`src/rtl/rand_word_arb.sv`:
```
// rand_word_arb: two-requester round-robin arbiter that assembles a WIDTH-bit random word
// from a serial bit source and hands it to the granted requester.
// Define RAND_LFSR_EN to use an internal 16-bit Galois LFSR instead of RAND_IN.
module rand_word_arb #(
    parameter int          WIDTH = 8,
    parameter logic [15:0] SEED  = 16'hACE1
) (
    input  logic             CLK,
    input  logic             RESET,
    input  logic             RAND_IN,
    output logic             RAND_EN,
    input  logic [1:0]       REQ,
    output logic [1:0]       GNT,
    output logic [1:0]       VALID,
    input  logic [1:0]       ACK,
    output logic [WIDTH-1:0] DATA,
    output logic             BUSY
);
    localparam int CW = $clog2(WIDTH + 1);

    typedef enum logic [1:0] {IDLE, COLLECT, DONE} state_t;

    state_t           state, state_n;
    logic [1:0]       gnt_n;
    logic             last, last_n;
    logic [CW-1:0]    cnt, cnt_n;
    logic [WIDTH-1:0] word, word_n;
    logic             bit_in;

`ifdef RAND_LFSR_EN
    logic [15:0] lfsr;
    logic        unused_rand_in;
    assign unused_rand_in = RAND_IN;
    assign bit_in = lfsr[0];
    // Galois LFSR advances only on cycles where a bit is consumed; a zero seed would lock up
    always_ff @(posedge CLK) begin
        if (RESET)
            lfsr <= (SEED == 16'h0000) ? 16'h0001 : SEED;
        else if (RAND_EN)
            lfsr <= (lfsr >> 1) ^ (lfsr[0] ? 16'hB400 : 16'h0000);
    end
`else
    logic unused_seed;
    assign unused_seed = ^SEED;
    assign bit_in = RAND_IN;
`endif

    // state, grant, round-robin pointer, counter and shift register
    always_ff @(posedge CLK) begin
        if (RESET) begin
            state <= IDLE;
            GNT   <= 2'b00;
            last  <= 1'b1;
            cnt   <= '0;
            word  <= '0;
        end else begin
            state <= state_n;
            GNT   <= gnt_n;
            last  <= last_n;
            cnt   <= cnt_n;
            word  <= word_n;
        end
    end

    // next state: arbitrate in IDLE, shift bits in COLLECT, wait for the owner's ACK in DONE
    always_comb begin
        state_n = state;
        gnt_n   = GNT;
        last_n  = last;
        cnt_n   = cnt;
        word_n  = word;
        case (state)
            IDLE: begin
                if (|REQ) begin
                    state_n = COLLECT;
                    gnt_n   = (REQ == 2'b11) ? (last ? 2'b01 : 2'b10) : REQ;
                    cnt_n   = '0;
                    word_n  = '0;
                end
            end
            COLLECT: begin
                if (~|(REQ & GNT)) begin
                    state_n = IDLE;
                    gnt_n   = 2'b00;
                end else begin
                    word_n = {word[WIDTH-2:0], bit_in};
                    cnt_n  = cnt + CW'(1);
                    if (cnt == CW'(WIDTH - 1))
                        state_n = DONE;
                end
            end
            DONE: begin
                if (|(ACK & GNT)) begin
                    state_n = IDLE;
                    gnt_n   = 2'b00;
                    last_n  = GNT[1];
                end
            end
            default: begin
                state_n = IDLE;
                gnt_n   = 2'b00;
            end
        endcase
    end

    assign VALID   = (state == DONE) ? GNT : 2'b00;
    assign DATA    = (state == DONE) ? word : '0;
    assign BUSY    = state != IDLE;
    assign RAND_EN = state == COLLECT;
endmodule

```
`config.mk`:
```
export PLATFORM = sky130hd
export DESIGN_NAME = rand_word_arb
export DESIGN_NICKNAME = d
export VERILOG_FILES = /design/src/rtl/rand_word_arb.sv
export SDC_FILE = /design/constraint.sdc
export NUM_CORES = 1
export LEC_CHECK = 0
export CORE_AREA = 2 2 47 49
export CTS_CLUSTER_DIAMETER = 50
export CTS_CLUSTER_SIZE = 8
export DETAILED_ROUTE_END_ITERATION = 10
export DIE_AREA = 0 0 49 51
export PLACE_DENSITY = 0.75
export SYNTH_ARGS = -nofsm -noshare
export SYNTH_HDL_FRONTEND = slang
export SYNTH_SLANG_ARGS = --single-unit
export TNS_END_PERCENT = 10
```
`constraint.sdc`:
```
create_clock -name CLK -period 1.26 [get_ports CLK]
set_input_delay 0.252 -clock CLK [delete_from_list [all_inputs] [get_ports CLK]]
set_output_delay 0.252 -clock CLK [all_outputs]
set_load 0.01 [all_outputs]
```
==> reports/results.env <==
OUTCOME='complete, but fails checks'
VIOLATIONS='negative setup slack'
INSERTION_DELAY_PS=290
WL_UM=2254
SYNTH-WARNING-COUNT=0
YOSYS-MUX-AREA-FRACTION_PCT=3.261
ANTENNA_FOUND_INITIAL=0
POWER.DENSITY_mW_PER_MM2=795.6
MET1WIRELENGTH_UM=923
DRCVIOLATIONCOUNT=0
GRT_FIRST_PASS_WIRELENGTH_UM=3808
PLACE.PORT_BUFFERS=20
FMAXACHIEVABLE_MHz=699.9
SYNTHCELLS=105
CORE_AREA_SQ_MM=0.002063
GRT_USE_TOTAL_PCT=19.66
SYNTH_SIMPLE_GATE_AREA_SHARE_PCT=25.27
SYNTH_TOP_FAMILY_BY_AREA='compound AO/OA/AOI/OAI gates'
HTREE_NUM_LEVELS=1
POST_SYNTH.CELL_AREA_AVG_SQ_UM=8.770
FRACTION_OF_FINAL_LAYOUT_CELLS_SIZED_BEYOND_DRIVE_STRENGTH_1_PCT=42.14
DRTANTENNAVIOLNETS=0
NUM_VIAS=886
MAXSLEWVIOLCOUNT=0
POST-DP-HPWL_UM=1575
TIMING.MAX_SLEW.REL_SLACK_PCT=74.99
SYN_AREA_SQ_UM=920.9
SYNTHXORXNORAREAFRAC_PCT=0
YS_TOP_CELLS_BY_AREA='sky130_fd_sc_hd__dfxtp_1 37%, sky130_fd_sc_hd__and2_1 6.1%, sky130_fd_sc_hd__nand2_1 4.9%'
PLACE_WORST_SETUP_SLACK_PS=-386.6
LAYOUT_COMMON_CELLS='15 x sky130_fd_sc_hd__dfxtp_1, 13 x sky130_fd_sc_hd__buf_6, 12 x sky130_fd_sc_hd__nand2_1, 12 x sky130_fd_sc_hd__buf_4, 8 x sky130_fd_sc_hd__and2_4'
NETS=149
CLOCK_SINK_COUNT=17
DIE_HEIGHT_UM=51
CLOCK-ROOT-BUFFER='sky130_fd_sc_hd__clkbuf_4'
MAX_CAP_VIOL_COUNT=0
YOSYS_REGISTER_BITS=17
DRTITER0DRC=7
SYNTH_CELL_TYPES=35
HOLDWS_PS=503.2
WL_MET3_UM=74
INITIAL_CELL_DENSITY_OF_THE_CORE_PCT=44.63
WORST_SETUP_PATH_START_KIND='flip-flop'
SYNTHDOMINANTAREACELLTYPE='sky130_fd_sc_hd__dfxtp_1'
SYNTH_COMPOUND_AREA_SHARE_PCT=25.27
TIMING.FINAL.HOLD_VIOLATIONS=0
IO_PINS=21
CRITICAL_PATH_ARRIVAL_PS=1180
CTS_INSERTED_BUFFERS=3
FINAL_MIN_PERIOD_OVER_CLOCK_PERIOD_PCT=113.4
GPL.FINAL_WEIGHTED_CONGESTION=0.8556
HOLD_REMOVAL_PATH_CLASS='reg2reg'
PATH_CLK_SLEW_PS=100
ROUTED.TOP_LAYER='met4'
CLOCK_PATH_BUFFERS=2
HOLD_BUFFERS=0
CRIT_PATH_END_KIND='primary output'
POST_CTS_BUFFERS=0
DIEWIDTH_UM=49
POSTLAYOUTCOREUTIL_PCT=66.28
SYNTH_SEQUENTIAL_AREA_RATIO_PCT=36.96
FIN_SKEW_PS=6.543
SETUP-TNS-FINAL_PS=-1700
SYNTH_FA_HA_AREA_SHARE_PCT=1.359
POST-ROUTE-MIN-PERIOD_PS=1429
FLOW.AREA_GROWTH_FROM_SYNTHESIS_PCT=48.51
FINAL_SETUP_MARGIN_PS=-168.7
TOP_AREA_CELL_TYPE_SHARE_OF_THE_NETLIST_AREA_PCT=36.96
FIRST_GLOBAL_VIAS=859
IR_DROP_mV=0.6944
WORST_PIN_SLEW_PS=375.2
SETUP_VIOL_COUNT_FINAL=14
TRITONCTS='built'
VIASPERCELL=5.274
DETAIL_ROUTE.FIRST_PASS.ITERATIONS=4
CRITICAL_PATH_REQUIRED_PS=1010
WL_PER_CELL_UM=13.42
SYNTH_NETS=113
ROUTED-WL-MET2_UM=1229
GRT_MAX_DEGREE=20
ANTENNA-DIODE-COUNT=0
TIMING.CRITICAL_PATH.FANOUT_MAX=7
DIEAREA_SQ_MM=0.002499
MOSTFREQUENTLAYOUTCELL='sky130_fd_sc_hd__dfxtp_1'
CRITICAL_PATH_CLASS='reg2out'
NUM_ROWS=17
OVERFLOW=0
RSZ0062_AT_GRT='true'
LEAKAGE_nW=0.5381
cell type report:
class	instances	area (sq um)
Sequential cell	17	342.8
Fill cell	172	695.7
Timing Repair Buffer	37	356.6
Multi-Input combinational cell	74	575.6
Inverter	8	30.03
Tap cell	28	35.03
Clock buffer	3	22.52
Clock inverter	1	5.005
per-stage QoR:
step           std cells  area [sq um]  total power [mW]
6_report             168          1368             1.088
5_1_grt              168          1368             1.142
4_1_cts              168          1272             1.092
3_5_place_dp         164          1254            0.7890
3_3_place_gp         164          1254            0.7843
2_1_floorplan        105         920.9            0.6852
cells in the mapped netlist:
cell type and count:
sky130_fd_sc_hd__inv_1 7, sky130_fd_sc_hd__o211ai_1 6, sky130_fd_sc_hd__a22oi_1 1, sky130_fd_sc_hd__nand2_4 1
sky130_fd_sc_hd__nor2b_1 2, sky130_fd_sc_hd__nand3_1 3, sky130_fd_sc_hd__mux2i_1 3, sky130_fd_sc_hd__o21ai_1 1
sky130_fd_sc_hd__a221oi_2 1, sky130_fd_sc_hd__a31oi_1 1, sky130_fd_sc_hd__o22ai_1 6, sky130_fd_sc_hd__nor2_1 2
sky130_fd_sc_hd__a21o_1 1, sky130_fd_sc_hd__nand2b_1 2, sky130_fd_sc_hd__nand4_1 2, sky130_fd_sc_hd__a21oi_4 1
sky130_fd_sc_hd__nor3_1 2, sky130_fd_sc_hd__nor3b_1 1, sky130_fd_sc_hd__ha_1 1, sky130_fd_sc_hd__a22o_2 1
sky130_fd_sc_hd__nand3b_1 2, sky130_fd_sc_hd__a211oi_2 1, sky130_fd_sc_hd__a22oi_2 1, sky130_fd_sc_hd__buf_6 2
sky130_fd_sc_hd__nand2_1 12, sky130_fd_sc_hd__or2_1 1, sky130_fd_sc_hd__and2_1 9, sky130_fd_sc_hd__nand4b_1 1
sky130_fd_sc_hd__o21bai_2 1, sky130_fd_sc_hd__inv_2 1, sky130_fd_sc_hd__nor4_2 1, sky130_fd_sc_hd__a21oi_1 4
sky130_fd_sc_hd__buf_2 4, sky130_fd_sc_hd__o32ai_1 3, sky130_fd_sc_hd__dfxtp_1 17
where the power goes:
group / switching (mW) / internal, mW
logic: 0.120 / 0.118
clock network: 0.171 / 0.118
registers: 0.0117 / 0.550
state kept, by name, summed over array words and instances, names as in the netlist:
signal and flops:
GNT 2, cnt 4, last 1, state 2
word 8
final timing paths:
check	start	end	slack, ps	depth (start not counted)
setup reg to reg	state[0]$_SDFFE_PP0P_	cnt[0]$_SDFFE_PP0P_	-20	4
hold reg to reg	cnt[1]$_SDFFE_PP0P_	cnt[1]$_SDFFE_PP0P_	500	2
setup / recovery	state[1]$_SDFFE_PP0P_	DATA[4]	-170	4
hold / removal	cnt[1]$_SDFFE_PP0P_	cnt[1]$_SDFFE_PP0P_	500	2
layer usage:
metal  vias to the layer above  GRT usage (%)
met5                         -              0
met2                        19          38.81
met1                       417          21.09
met3                         3          2.339
li1                        447              -
met4                         0          8.095
critical path, stage by stage (launching register included):
cell and delay (ps):
sky130_fd_sc_hd__dfxtp_2 350, sky130_fd_sc_hd__nor2b_4 160, sky130_fd_sc_hd__buf_6 130, sky130_fd_sc_hd__and2_4 140
sky130_fd_sc_hd__buf_6 90
cells by family (layout without fill, tap and decap cells):
family | after synthesis | after routing
simple gates | 41 | 41
compound gates | 29 | 29
flops | 17 | 17
buf+inv | 14 | 49
mux | 3 | 3
fa+ha+maj | 1 | 1
what timing repair did:
item | CTS | global route
pin swaps | 3 | 11
hold endpoints to repair | 0 | 0
gates resized for setup | 67 | 22
endpoints found under the setup margin | 27 | 27
No activity file was read; power rests on OpenSTA's default activity.
